===== config.mk =====
export PLATFORM = sky130hd
export DESIGN_NAME = mem_port_arbiter_flat
export DESIGN_NICKNAME = d
export VERILOG_FILES = /design/src/rtl/mem_arb_pkg.sv /design/src/rtl/mem_port_arbiter_if.sv /design/src/rtl/mem_arb_watchdog.sv /design/src/rtl/mem_port_arbiter.sv /design/src/flat_wrapper.sv
export SDC_FILE = /design/constraint.sdc
export NUM_CORES = 1
export LEC_CHECK = 0
export ABC_AREA = 1
export CORE_MARGIN = 1
export CORE_UTILIZATION = 46
export DETAILED_ROUTE_END_ITERATION = 8
export PLACE_DENSITY = 0.84
export SYNTH_ARGS = -nofsm -noshare
export SYNTH_HDL_FRONTEND = slang
export SYNTH_HIERARCHICAL = 1
export SYNTH_SLANG_ARGS = --single-unit

===== constraint.sdc =====
create_clock -name clk -period 5 [get_ports clk]
set_input_delay 0.75 -clock clk [delete_from_list [all_inputs] [get_ports clk]]
set_output_delay 0.75 -clock clk [all_outputs]
set_load 0.02 [all_outputs]

===== src/rtl/mem_arb_pkg.sv =====
// Shared types and default widths for the instruction/data memory port arbiter.
package mem_arb_pkg;

  localparam int DEF_ADDR_W  = 32;
  localparam int DEF_DATA_W  = 32;
  localparam int DEF_TIMEOUT = 255;
  localparam int WD_W        = 8;

  typedef enum logic [1:0] {
    IDLE   = 2'd0,
    I_WAIT = 2'd1,
    D_WAIT = 2'd2
  } arb_state_e;

  typedef enum logic {
    GNT_I = 1'b0,
    GNT_D = 1'b1
  } gnt_src_e;

endpackage


===== src/rtl/mem_port_arbiter_if.sv =====
// Memory-side bus of the arbiter: one request/ack handshake with frozen transaction fields.
interface mem_port_arbiter_if #(
  parameter int ADDR_W = mem_arb_pkg::DEF_ADDR_W,
  parameter int DATA_W = mem_arb_pkg::DEF_DATA_W
) ();

  logic                  m_req;
  logic                  m_we;
  logic [DATA_W/8-1:0]   m_be;
  logic [ADDR_W-1:0]     m_addr;
  logic [DATA_W-1:0]     m_wdata;
  logic                  m_ack;
  logic [DATA_W-1:0]     m_rdata;

  modport master (
    output m_req, m_we, m_be, m_addr, m_wdata,
    input  m_ack, m_rdata
  );

  modport slave (
    input  m_req, m_we, m_be, m_addr, m_wdata,
    output m_ack, m_rdata
  );

endinterface


===== src/rtl/mem_arb_watchdog.sv =====
// Transaction watchdog: counts un-acked wait cycles and flags the cycle whose edge reaches TIMEOUT.
module mem_arb_watchdog
  import mem_arb_pkg::*;
#(
  parameter int TIMEOUT = DEF_TIMEOUT
) (
  input  logic clk,
  input  logic rst,
  input  logic i_clear,
  input  logic i_enable,
  output logic o_expire
);

  localparam logic [WD_W:0] TIMEOUT_V = TIMEOUT[WD_W:0];

  logic [WD_W-1:0] r_count;
  logic [WD_W:0]   w_countInc;

  assign w_countInc = {1'b0, r_count} + {{WD_W{1'b0}}, 1'b1};

  // Expire looks at the value the counter is about to take, so the abort lands on the same edge.
  assign o_expire = i_enable && (w_countInc == TIMEOUT_V);

  always_ff @(posedge clk) begin
    if (!rst) begin
      r_count <= '0;
    end else if (i_clear) begin
      r_count <= '0;
    end else if (i_enable) begin
      r_count <= w_countInc[WD_W-1:0];
    end
  end

endmodule


===== src/rtl/mem_port_arbiter.sv =====
// Shares one memory port between instruction fetch and load/store, one transaction at a time.
module mem_port_arbiter
  import mem_arb_pkg::*;
#(
  parameter int ADDR_W  = DEF_ADDR_W,
  parameter int DATA_W  = DEF_DATA_W,
  parameter int TIMEOUT = DEF_TIMEOUT
) (
  input  logic                clk,
  input  logic                rst,
  input  logic                i_req,
  input  logic [ADDR_W-1:0]   i_addr,
  output logic [DATA_W-1:0]   i_rdata,
  output logic                i_rvalid,
  input  logic                d_req,
  input  logic                d_we,
  input  logic [DATA_W/8-1:0] d_be,
  input  logic [ADDR_W-1:0]   d_addr,
  input  logic [DATA_W-1:0]   d_wdata,
  output logic [DATA_W-1:0]   d_rdata,
  output logic                d_rvalid,
  mem_port_arbiter_if.master  mem,
  output logic                stall_if,
  output logic                stall_mem,
  output logic                err
);

  arb_state_e            r_state,    w_stateNext;
  gnt_src_e              r_lastGnt,  w_lastGntNext;
  logic                  r_mReq,     w_mReqNext;
  logic                  r_mWe,      w_mWeNext;
  logic [DATA_W/8-1:0]   r_mBe,      w_mBeNext;
  logic [ADDR_W-1:0]     r_mAddr,    w_mAddrNext;
  logic [DATA_W-1:0]     r_mWdata,   w_mWdataNext;
  logic [DATA_W-1:0]     r_iRdata,   w_iRdataNext;
  logic                  r_iRvalid,  w_iRvalidNext;
  logic [DATA_W-1:0]     r_dRdata,   w_dRdataNext;
  logic                  r_dRvalid,  w_dRvalidNext;
  logic                  r_err,      w_errNext;
  logic                  w_wdClear;
  logic                  w_wdEnable;
  logic                  w_wdExpire;

  assign w_wdClear  = (r_state == IDLE) && (i_req || d_req);
  assign w_wdEnable = (r_state != IDLE) && !mem.m_ack;

  mem_arb_watchdog #(.TIMEOUT(TIMEOUT)) u_watchdog (
    .clk      (clk),
    .rst      (rst),
    .i_clear  (w_wdClear),
    .i_enable (w_wdEnable),
    .o_expire (w_wdExpire)
  );

  always_comb begin
    w_stateNext   = r_state;
    w_lastGntNext = r_lastGnt;
    w_mReqNext    = r_mReq;
    w_mWeNext     = r_mWe;
    w_mBeNext     = r_mBe;
    w_mAddrNext   = r_mAddr;
    w_mWdataNext  = r_mWdata;
    w_iRdataNext  = r_iRdata;
    w_iRvalidNext = 1'b0;
    w_dRdataNext  = r_dRdata;
    w_dRvalidNext = 1'b0;
    w_errNext     = 1'b0;

    case (r_state)
      IDLE: begin
        // Data wins a tie unless it also won the previous grant.
        if (d_req && (!i_req || (r_lastGnt == GNT_I))) begin
          w_stateNext   = D_WAIT;
          w_lastGntNext = GNT_D;
          w_mReqNext    = 1'b1;
          w_mWeNext     = d_we;
          w_mBeNext     = d_be;
          w_mAddrNext   = d_addr;
          w_mWdataNext  = d_wdata;
        end else if (i_req) begin
          w_stateNext   = I_WAIT;
          w_lastGntNext = GNT_I;
          w_mReqNext    = 1'b1;
          w_mWeNext     = 1'b0;
          w_mBeNext     = '1;
          w_mAddrNext   = i_addr;
          w_mWdataNext  = '0;
        end
      end

      I_WAIT, D_WAIT: begin
        if (mem.m_ack || w_wdExpire) begin
          w_stateNext = IDLE;
          w_mReqNext  = 1'b0;
          w_errNext   = !mem.m_ack;
          if (r_state == I_WAIT) begin
            w_iRvalidNext = 1'b1;
            w_iRdataNext  = mem.m_ack ? mem.m_rdata : '0;
          end else begin
            w_dRvalidNext = 1'b1;
            w_dRdataNext  = (mem.m_ack && !r_mWe) ? mem.m_rdata : '0;
          end
        end
      end

      default: begin
        w_stateNext = IDLE;
        w_mReqNext  = 1'b0;
      end
    endcase
  end

  always_ff @(posedge clk) begin
    if (!rst) begin
      r_state   <= IDLE;
      r_lastGnt <= GNT_I;
      r_mReq    <= 1'b0;
      r_mWe     <= 1'b0;
      r_mBe     <= '0;
      r_mAddr   <= '0;
      r_mWdata  <= '0;
      r_iRdata  <= '0;
      r_iRvalid <= 1'b0;
      r_dRdata  <= '0;
      r_dRvalid <= 1'b0;
      r_err     <= 1'b0;
    end else begin
      r_state   <= w_stateNext;
      r_lastGnt <= w_lastGntNext;
      r_mReq    <= w_mReqNext;
      r_mWe     <= w_mWeNext;
      r_mBe     <= w_mBeNext;
      r_mAddr   <= w_mAddrNext;
      r_mWdata  <= w_mWdataNext;
      r_iRdata  <= w_iRdataNext;
      r_iRvalid <= w_iRvalidNext;
      r_dRdata  <= w_dRdataNext;
      r_dRvalid <= w_dRvalidNext;
      r_err     <= w_errNext;
    end
  end

  assign mem.m_req   = r_mReq;
  assign mem.m_we    = r_mWe;
  assign mem.m_be    = r_mBe;
  assign mem.m_addr  = r_mAddr;
  assign mem.m_wdata = r_mWdata;

  assign i_rdata  = r_iRdata;
  assign i_rvalid = r_iRvalid;
  assign d_rdata  = r_dRdata;
  assign d_rvalid = r_dRvalid;
  assign err      = r_err;

  assign stall_if  = i_req & ~r_iRvalid;
  assign stall_mem = d_req & ~r_dRvalid;

endmodule

===== src/flat_wrapper.sv =====
// flat-port wrapper written by rule: the top's interface ports become plain ports
module mem_port_arbiter_flat import mem_arb_pkg::*;
#(
  parameter int ADDR_W  = DEF_ADDR_W,
  parameter int DATA_W  = DEF_DATA_W,
  parameter int TIMEOUT = DEF_TIMEOUT
)
  (clk, rst, i_req, i_addr, i_rdata, i_rvalid, d_req, d_we, d_be, d_addr, d_wdata, d_rdata, d_rvalid, stall_if, stall_mem, err, mem_m_req, mem_m_we, mem_m_be, mem_m_addr, mem_m_wdata, mem_m_ack, mem_m_rdata);
  mem_port_arbiter_if #(.ADDR_W(ADDR_W), .DATA_W(DATA_W)) mem_i ();
  input  logic clk;
  input  logic rst;
  input  logic i_req;
  input  logic [ADDR_W-1:0] i_addr;
  output logic [DATA_W-1:0] i_rdata;
  output logic i_rvalid;
  input  logic d_req;
  input  logic d_we;
  input  logic [DATA_W/8-1:0] d_be;
  input  logic [ADDR_W-1:0] d_addr;
  input  logic [DATA_W-1:0] d_wdata;
  output logic [DATA_W-1:0] d_rdata;
  output logic d_rvalid;
  output logic stall_if;
  output logic stall_mem;
  output logic err;
  output wire logic [$bits(mem_i.m_req)-1:0] mem_m_req;
  output wire logic [$bits(mem_i.m_we)-1:0] mem_m_we;
  output wire logic [$bits(mem_i.m_be)-1:0] mem_m_be;
  output wire logic [$bits(mem_i.m_addr)-1:0] mem_m_addr;
  output wire logic [$bits(mem_i.m_wdata)-1:0] mem_m_wdata;
  input wire logic [$bits(mem_i.m_ack)-1:0] mem_m_ack;
  input wire logic [$bits(mem_i.m_rdata)-1:0] mem_m_rdata;
  assign mem_m_req = mem_i.m_req;
  assign mem_m_we = mem_i.m_we;
  assign mem_m_be = mem_i.m_be;
  assign mem_m_addr = mem_i.m_addr;
  assign mem_m_wdata = mem_i.m_wdata;
  assign mem_i.m_ack = mem_m_ack;
  assign mem_i.m_rdata = mem_m_rdata;
  mem_port_arbiter #(.ADDR_W(ADDR_W), .DATA_W(DATA_W), .TIMEOUT(TIMEOUT)) u_core (.clk(clk), .rst(rst), .i_req(i_req), .i_addr(i_addr), .i_rdata(i_rdata), .i_rvalid(i_rvalid), .d_req(d_req), .d_we(d_we), .d_be(d_be), .d_addr(d_addr), .d_wdata(d_wdata), .d_rdata(d_rdata), .d_rvalid(d_rvalid), .mem(mem_i), .stall_if(stall_if), .stall_mem(stall_mem), .err(err));
endmodule

== Word-level counts from Yosys, hierarchy flattened ==
Cells that the tools add are included.

* Register bits: 148
* Input bits: 138
* Output and inout bits: 139
* Logic and storage cells: 68

* Add/sub/neg operators: 1
* Equality and inequality tests: 5
* Muxes and demuxes: 21
* Bitwise gates (word level): 7
* Reduce and logical (&&, ||, !) cells: 21

{| class="wikitable"
|+ Operators with widths
! kind !! number
|-
| 2-to-1 mux 32 bit || 6
|-
| adder 8 x 1 -> 9 bit (second input constant) || 1
|-
| == test 9 x 8 -> 1 bit (second input constant) || 1
|-
| AND reduction 3 bit || 3
|-
| 2-to-1 mux 1 bit || 8
|-
| 2-to-1 mux 4 bit || 2
|-
| 2-to-1 mux 2 bit || 3
|-
| logical AND 1 bit || 5
|-
| inverter 1 bit || 5
|-
| case mux 2 bit (2 select lines) || 1
|-
| AND reduction 2 bit || 2
|-
| nonzero test 2 bit || 2
|-
| OR reduction 2 bit || 2
|-
| zero test 1 bit || 3
|-
| logical OR 1 bit || 3
|-
| inequality test 3 bit (second input constant) || 1
|-
| AND 1 bit || 2
|-
| == test 2 x 1 -> 1 bit (second input constant) || 1
|-
| == test 2 bit (second input constant) || 1
|-
| zero test 2 bit || 1
|-
| inequality test 2 x 1 -> 1 bit (second input constant) || 1
|-
| case mux 1 bit (2 select lines) || 1
|}

== Longest topological paths before layout ==
Gate-level depths: netlist of run 1.

* Word-level depth: 6
* Mapped depth: 16

== Modules after synthesis ==
Netlist of run 1, hierarchy kept.

{| class="wikitable"
|+ Modules (own cells, without submodules)
! module !! times used !! cells each !! area each (sq um) !! sequential area each (sq um)
|-
| mem_port_arbiter || 1 || 876 || 5841.9 || 2802.7
|-
| mem_arb_watchdog || 1 || 70 || 471.7 || 160.2
|}

== Least setup slack after synthesis of run 1 ==
OpenSTA, ideal clock, no wires.

* Path type: input-to-reg
* Start point: input port mem_m_ack
* End point: register u_core.r_dRdata[14], in the netlist u_core/d_rdata[14]
* Setup time: 0.128 ns
* Arrival: 2.487 ns
* Path slack: 2.386 ns
* Stages: 13
* Buffers on the path: 3
* Path through: buf_2 buf_2 nor2_1 nand2_1 nor2_1 nand3_1 nor2_1 nor2_2 nor2_8 buf_1 nand3_1 nand2_1 nor2_1

* Longest elaborated chain between the ends: 5
* Elaborated cells between the ends (all ways): 7
* Those cells by class: mux: 1; reduce/logical: 6

{| class="wikitable"
|+ RTL lines
! element !! RTL line !! text
|-
| from (decl) || flat_wrapper.sv:31 || <nowiki>input wire logic [$bits(mem_i.m_ack)-1:0] mem_m_ack;</nowiki>
|-
| zero test 1 bit || mem_port_arbiter.sv:45 || <nowiki>assign w_wdEnable = (r_state != IDLE) && !mem.m_ack;</nowiki>
|-
| logical AND 1 bit || mem_port_arbiter.sv:45 ||
|-
| net u_core.w_wdEnable || mem_port_arbiter.sv:41 || <nowiki>logic w_wdEnable;</nowiki>
|-
| logical AND 1 bit || mem_arb_watchdog.sv:22 || <nowiki>assign o_expire = i_enable && (w_countInc == TIMEOUT_V);</nowiki>
|-
| net u_core.w_wdExpire || mem_port_arbiter.sv:42 || <nowiki>logic w_wdExpire;</nowiki>
|-
| logical OR 1 bit || mem_port_arbiter.sv:92 || <nowiki>if (mem.m_ack || w_wdExpire) begin</nowiki>
|-
| AND reduction 3 bit (no line) || -- ||
|-
| to (signal assigned) || mem_port_arbiter.sv:137 || <nowiki>r_dRdata <= w_dRdataNext;</nowiki>
|-
| to (decl) || mem_port_arbiter.sv:37 || <nowiki>logic [DATA_W-1:0] r_dRdata, w_dRdataNext;</nowiki>
|}

The timed path passes the listed nets, and every way through them passes these cells.
A chain may end at the register's enable or synchronous reset.

== Worst setup path in the final report of run 1 ==
* Start point: input port mem_m_ack
* End point: register u_core.r_dRdata[19], in the netlist u_core/d_rdata[19]

The elaborated chain is that of the path after synthesis.

==> results.toml, run 1 <==
[sta]
min_period_ps = 3080
drv_slew = 0
period_share = 0.616
skew_ps = 6.26
hold_viol = 0
hold_slack_ps = 458
fmax_mhz = 325
finalSetupTns_ps = 0
tightest_slew_ps = 1160
max-slew-margin-rel = 0.223
rsz0062_at_grt = "false"
finalSetupViolCount = 0

[critical_path]
critical-path-max-stage-delay_ps = 550
path_cells = "clkdlybuf4s50_1 > nor2_1 > nand2_1 > nor2_1 > nand3_1 > nor2_1 > nor2_2 > nor2_8 > nand2_2 > nand2_1 > nand2_1 > nor2_1"
arrival_ps = 3430
crit_path_start_kind = "input port"
critical_path_class = "in2reg"
worstPathMaxFanout = 48
crit_path_end_kind = "flip-flop"
cp_slowest_cell = "nand2_2"
worst_ep_required_time_ps = 5350
crit_top_cell = "nor2_1"

[outcome]
status = "completed"

[clock_network]
postCtsSetupBuffers = 0
clock_latency_ps = 410
cts-root-buf = "clkbuf_16"
hold_buffers = 0
cts_made_buffers = 17
cts_resized = 0
cts_tree = "built"
path_clk_slew_ps = 60
cts_max_level = 4
cts_buffer_depth = 2
clkSinkCount = 148

[global_route]
grt_overflow_total = 0
grt_usage = 0.271
grt_pass1_wl_mm = 30.4
grt_max_degree = 68
antenna_found_initial = 0
grt_pass1_vias = 6252

[yosys]
yosysWarnings = 6
synth_top_area_cell = "dfxtp_1"
synthSimpleGateAreaFrac = 0.318
synthDistinctLibCells = 29
synth_fa_ha_area_frac = 0.00793
synthTopCellsByArea = "dfxtp_1 (47%), nand2_1 (17%), nor2_1 (11%), a21oi_1 (6.1%), inv_1 (5.8%)"
synth_compound_area_frac = 0.100
synth_seq_cells = 148
syn_avg_cell_area_um2 = 6.67
synth_top_area_share = 0.469
ys_seq_area_frac = 0.469
syn_nets = 1088
synth_top_family_by_area = "simple AND/OR/NAND/NOR gates"
synthMuxAreaShare = 0
synthCells = 946
yosys.area_share.xor_xnor = 0.00277
synth_area_um2 = 6310

[die]
rows = 42
coreArea_um2 = 13300
die_height_um = 119
die_area_um2 = 14200
ios = 277
die_w_um = 119
start_util = 0.475

[routing]
avgRoutedWirePerCell_um = 13.7
drt_iter0_drc = 482
ant_nets = 0
dr.pass1.iters = 6
drcViolationCount = 0
drt-vias-per-instance = 4.78
routed_wl_mm = 19.0
vias = 6604

[pwr]
peakVddDrop_uv = 210
p_leak_nw = 4.17
power_per_cell_area_nw_per_um2 = 359
power_w = 0.00347

[layout]
n_antenna_cell = 0
drive_gt1_frac = 0.0439
finalNetCount = 1337
area_growth_pct = 53.0

[run]
max_cap_viol_count = 0

[min_path]
holdCritPathClass = "reg2reg"

[placed_design]
port_buffers = 276
dp_hpwl_mm = 13.1
place.gp.congestion = 0.827
## sequential cells by signal (all words and copies together) (netlist names), 2 cells and up
signal                     flops
u_core/r_state                 2
u_core/mem.m_addr             32
u_core/i_rdata                32
u_core/u_watchdog/r_count      8
u_core/mem.m_be                4
u_core/mem.m_wdata            32
u_core/d_rdata                32
## cell usage after synthesis (all sizes together)
master    n
nand3b    1
ha        4
inv     103
nand2   284
buf      29
xor2      1
xnor2     1
clkbuf   23
a21oi    78
o21ai    46
o21bai    1
nand3    39
nor2    182
nor4      1
dfxtp   148
clkinv    4
nand4     1
## power breakdown
| part | switching (W) | total (W) | internal [W] |
|---|---|---|---|
| sequential | 0.0000612 | 0.00136 | 0.00130 |
| clock | 0.000482 | 0.00120 | 0.000719 |
| combinational | 0.000508 | 0.000908 | 0.000400 |
| total | 0.00105 | 0.00347 | 0.00242 |
## area by class of cell
| class | instances | area [µm²] |
|---|---|---|
| clock buffers | 23 | 478 |
| inverters | 107 | 403 |
| clock inverters | 8 | 77.6 |
| multi-input cells | 639 | 2710 |
| flip-flops and latches | 148 | 2960 |
| repair buffers | 282 | 2800 |
| well taps | 176 | 220 |
| fillers | 1067 | 3640 |
## layer usage
layer,vias up,routed length [µm],track usage
li1,3371,-,-
met1,2921,7600,0.312
met2,269,9150,0.459
met3,43,1590,0.0824
met4,0,654,0.128
met5,-,0,0
## cell families after synthesis
group | Yosys count
AOI/OAI and AO/OA | 125
xor gates and xnor gates | 2
adders and majority gates | 4
buffers and inverters | 159
DFF | 148
and+or+nand+nor | 508
## path summary, 6_finish.rpt
path                      start                 end  slack, ps  cells after the start
min reg2reg  u_core/i_rdata[18]  u_core/i_rdata[18]        460                      2
min          u_core/i_rdata[18]  u_core/i_rdata[18]        460                      2
max reg2reg   u_core/r_state[0]  u_core/d_rdata[19]       1980                     13
max                   mem_m_ack  u_core/d_rdata[19]       1920                     12
## per-stage QoR
step,instance area [µm²],instances,setup WS [ps],utilization
2_1_floorplan,6310,946,2390,-
3_3_place_gp,9100,1352,1700,0.685
3_5_place_dp,9100,1352,1620,0.685
4_1_cts,9660,1383,1990,0.726
5_1_grt,9660,1383,1620,0.726
6_report,9660,1383,1920,0.726
## placed cells by master, fill, tap and decap left out
cell	Yosys	routed
nor2_4	1	1
nor2_1	177	177
o21ai_1	12	11
o21ai_0	34	34
clkbuf_16	0	17
clkinv_2	1	3
buf_4	1	6
nand2_2	3	4
clkinv_1	3	3
nand3_2	1	1
clkbuf_1	23	3
nor2_2	3	3
dfxtp_1	148	148
xor2_1	1	1
buf_2	21	1
nand3_1	38	38
clkdlybuf4s50_1	0	275
inv_2	5	5
nor4_1	1	1
a21oi_1	77	77
o21ai_2	0	1
o21bai_1	1	1
a21oi_2	1	1
clkbuf_8	0	3
ha_1	4	4
nor2_8	1	1
nand2_1	281	280
clkinvlp_4	0	5
nand4_1	1	1
inv_1	98	98
xnor2_1	1	1
nand3b_1	1	1
bufinv_16	0	1
## critical path: cells and delay by family
kind / cells / cell delay, ps
buffers and inverters: 1 / 430
AND/OR/NAND/NOR: 11 / 2240
(Power assumes the default switching activity.)
==> inputs of run 2 (changes only) <==
Settings changed: CORE_UTILIZATION 46 to 38, PLACE_DENSITY 0.84 to 0.73.
Clock period 5 ns to 2.7 ns, I/O delays scaled along.
==> run 2 against run 1 <==
  * Worst setup slack worse by 1400 ps
  * Sequential power is 85% higher
  * Highest routed layer unchanged
  * Flip-flop and latch count stayed put
  * First-iteration DRC count is 25% lower
  * Die area is 21% higher
==> results.toml, run 2 (same netlist as run 1, synthesis figures left out) <==
[outcome]
status = "completed"

[layout]
area_growth_pct = 56.3
fillers = 1449
layout_commonest_cell = "nand2_1"
fin_util = 0.614
drive_gt1_frac = 0.0526
mostFrequentLayoutCells = "nand2_1 (280), clkdlybuf4s50_1 (275), nor2_1 (177)"
finalNetCount = 1346
n_antenna_cell = 0

[critical_path]
r2r-start = "u_core/u_watchdog/r_count[1]"
crit_path_end_kind = "flip-flop"
crit_path_start_kind = "flip-flop"
crit_top_cell = "nand2_1"
cp_slowest_cell = "buf_4"
worstPathMaxFanout = 48
crit_buf_inv = 2
critical-path-max-stage-delay_ps = 410
arrival_ps = 2430
r2r_slack_ps = 550
worst_ep_required_time_ps = 2990
critical_path_class = "reg2reg"
r2r_cells = 15
r2r_end = "u_core/d_rdata[2]"
crit_family = "simple AND/OR/NAND/NOR gates"
path_cells = "ha_1 > nand2_2 > inv_2 > nand2_1 > nand2_1 > nor2_1 > nand3_1 > nor2_1 > nor2_2 > nor2_8 > nand2_2 > buf_4 > nand2_1 > nand2_1 > nor2_1"

[sta]
drv_slew = 0
max-slew-margin-rel = 0.572
skew_ps = 7.19
min_period_ps = 2150
period_share = 0.794
fmax_mhz = 466
hold_viol = 0
tightest_slew_ps = 641
finalSetupTns_ps = 0
finalSetupViolCount = 0
rsz0062_at_grt = "false"

[global_route]
grt_max_degree = 69
grt_overflow_total = 0
antenna_found_initial = 0
grt_usage = 0.217
gr-usage-met3 = 0.0945
grt_pass1_wl_mm = 28.8
grt_pass1_vias = 5858
grt.busiest_layer = "met2"
grt_use_met1 = 0.244
grt.met2_usage = 0.362

[routing]
drt-vias-per-instance = 4.48
routed_wl_mm = 18.4
ant_nets = 0
avgRoutedWirePerCell_um = 12.9
vias = 6417
drt_iter0_drc = 360
dr.pass1.iters = 5
drcViolationCount = 0

[placed_design]
port_buffers = 276
dp_hpwl_mm = 13.0
place.gp.congestion = 0.799

[clock_network]
clkSinkCount = 148
cts_tree = "built"
clock_latency_ps = 420
postCtsSetupBuffers = 0
path_clk_slew_ps = 60
cts_buffer_depth = 2
cts_max_level = 4
hold_buffers = 0
cts-root-buf = "clkbuf_16"
cts_resized = 0
cts_made_buffers = 17

[die]
die_area_um2 = 17100
die_height_um = 131
ios = 277
start_util = 0.393
rows = 46
die_w_um = 131
coreArea_um2 = 16100

[pwr]
p_leak_nw = 4.26
peakVddDrop_uv = 535
power_per_cell_area_nw_per_um2 = 673

[min_path]
holdCritPathClass = "in2reg"
worstHoldEndpoint = "u_core/d_rdata[20]"
hold_depth = 3
hp-start = "rst"

[run]
max_cap_viol_count = 0
## run 2: cell types whose count changed in the layout (fill, tap and decap cells not counted)
cell / before / now
buf_4: 6 / 12
buf_12: 0 / 3
clkbuf_8: 3 / 0
bufinv_16: 1 / 3
clkinv_4: 0 / 2
clkinvlp_4: 5 / 3
inv_6: 0 / 2
inv_8: 0 / 2
clkbuf_1: 3 / 2
clkinv_2: 3 / 2
## run 2: worst max-delay path by stage
| stage | from | endpoint | slack (ps) | depth (start not counted) |
|---|---|---|---|---|
| after floorplan | mem_m_ack | u_core/d_rdata[14] | 430 | 13 |
| after global placement | mem_m_ack | u_core/d_rdata[2] | 420 | 13 |
| after detailed placement | mem_m_ack | u_core/d_rdata[17] | 360 | 13 |
| after CTS | u_core/u_watchdog/r_count[1] | u_core/d_rdata[17] | 520 | 15 |
| after global routing | u_core/u_watchdog/r_count[0] | u_core/d_rdata[8] | 300 | 15 |
| final | u_core/u_watchdog/r_count[1] | u_core/d_rdata[2] | 550 | 15 |
## run 2: metrics by stage
step / std cells / setup WS [ps] / hold slack, ps / area [µm²] / total power, W
after floorplan: 946 / 431 / 439 / 6310 / 0.00346
after global placement: 1401 / 418 / 447 / 9260 / 0.00424
after detailed placement: 1401 / 362 / 452 / 9260 / 0.00425
after CTS: 1433 / 521 / 335 / 9870 / 0.00671
after global routing: 1433 / 303 / 352 / 9870 / 0.00700
final: 1433 / 555 / 347 / 9870 / 0.00664
## run 2: metal layers
| metal | vias to the layer above | wire, µm |
|---|---|---|
| met1 | 2773 | 7460 |
| met5 | - | 0 |
| met4 | 0 | 351 |
| met3 | 23 | 1870 |
| li1 | 3402 | - |
| met2 | 219 | 8760 |
## run 2: tightest hold or removal path, stage by stage
cell	delay, ps
buf_2	190
nand2_1	100
nor2_1	30
## run 2: area by class of cell
cell class | count | area (µm²) | share of cell area
Tap cell | 216 | 270 | 0.0274
Clock buffer | 19 | 433 | 0.0439
Inverter | 107 | 403 | 0.0408
Multi-Input combinational cell | 639 | 2710 | 0.275
Sequential cell | 148 | 2960 | 0.300
Clock inverter | 13 | 175 | 0.0178
Timing Repair Buffer | 291 | 2910 | 0.295
## run 2: where the power goes
| group | internal (W) | switching (W) | total (W) |
|---|---|---|---|
| combinational | 0.000764 | 0.000929 | 0.00169 |
| clock | 0.00147 | 0.000967 | 0.00244 |
| sequential | 0.00240 | 0.000106 | 0.00251 |
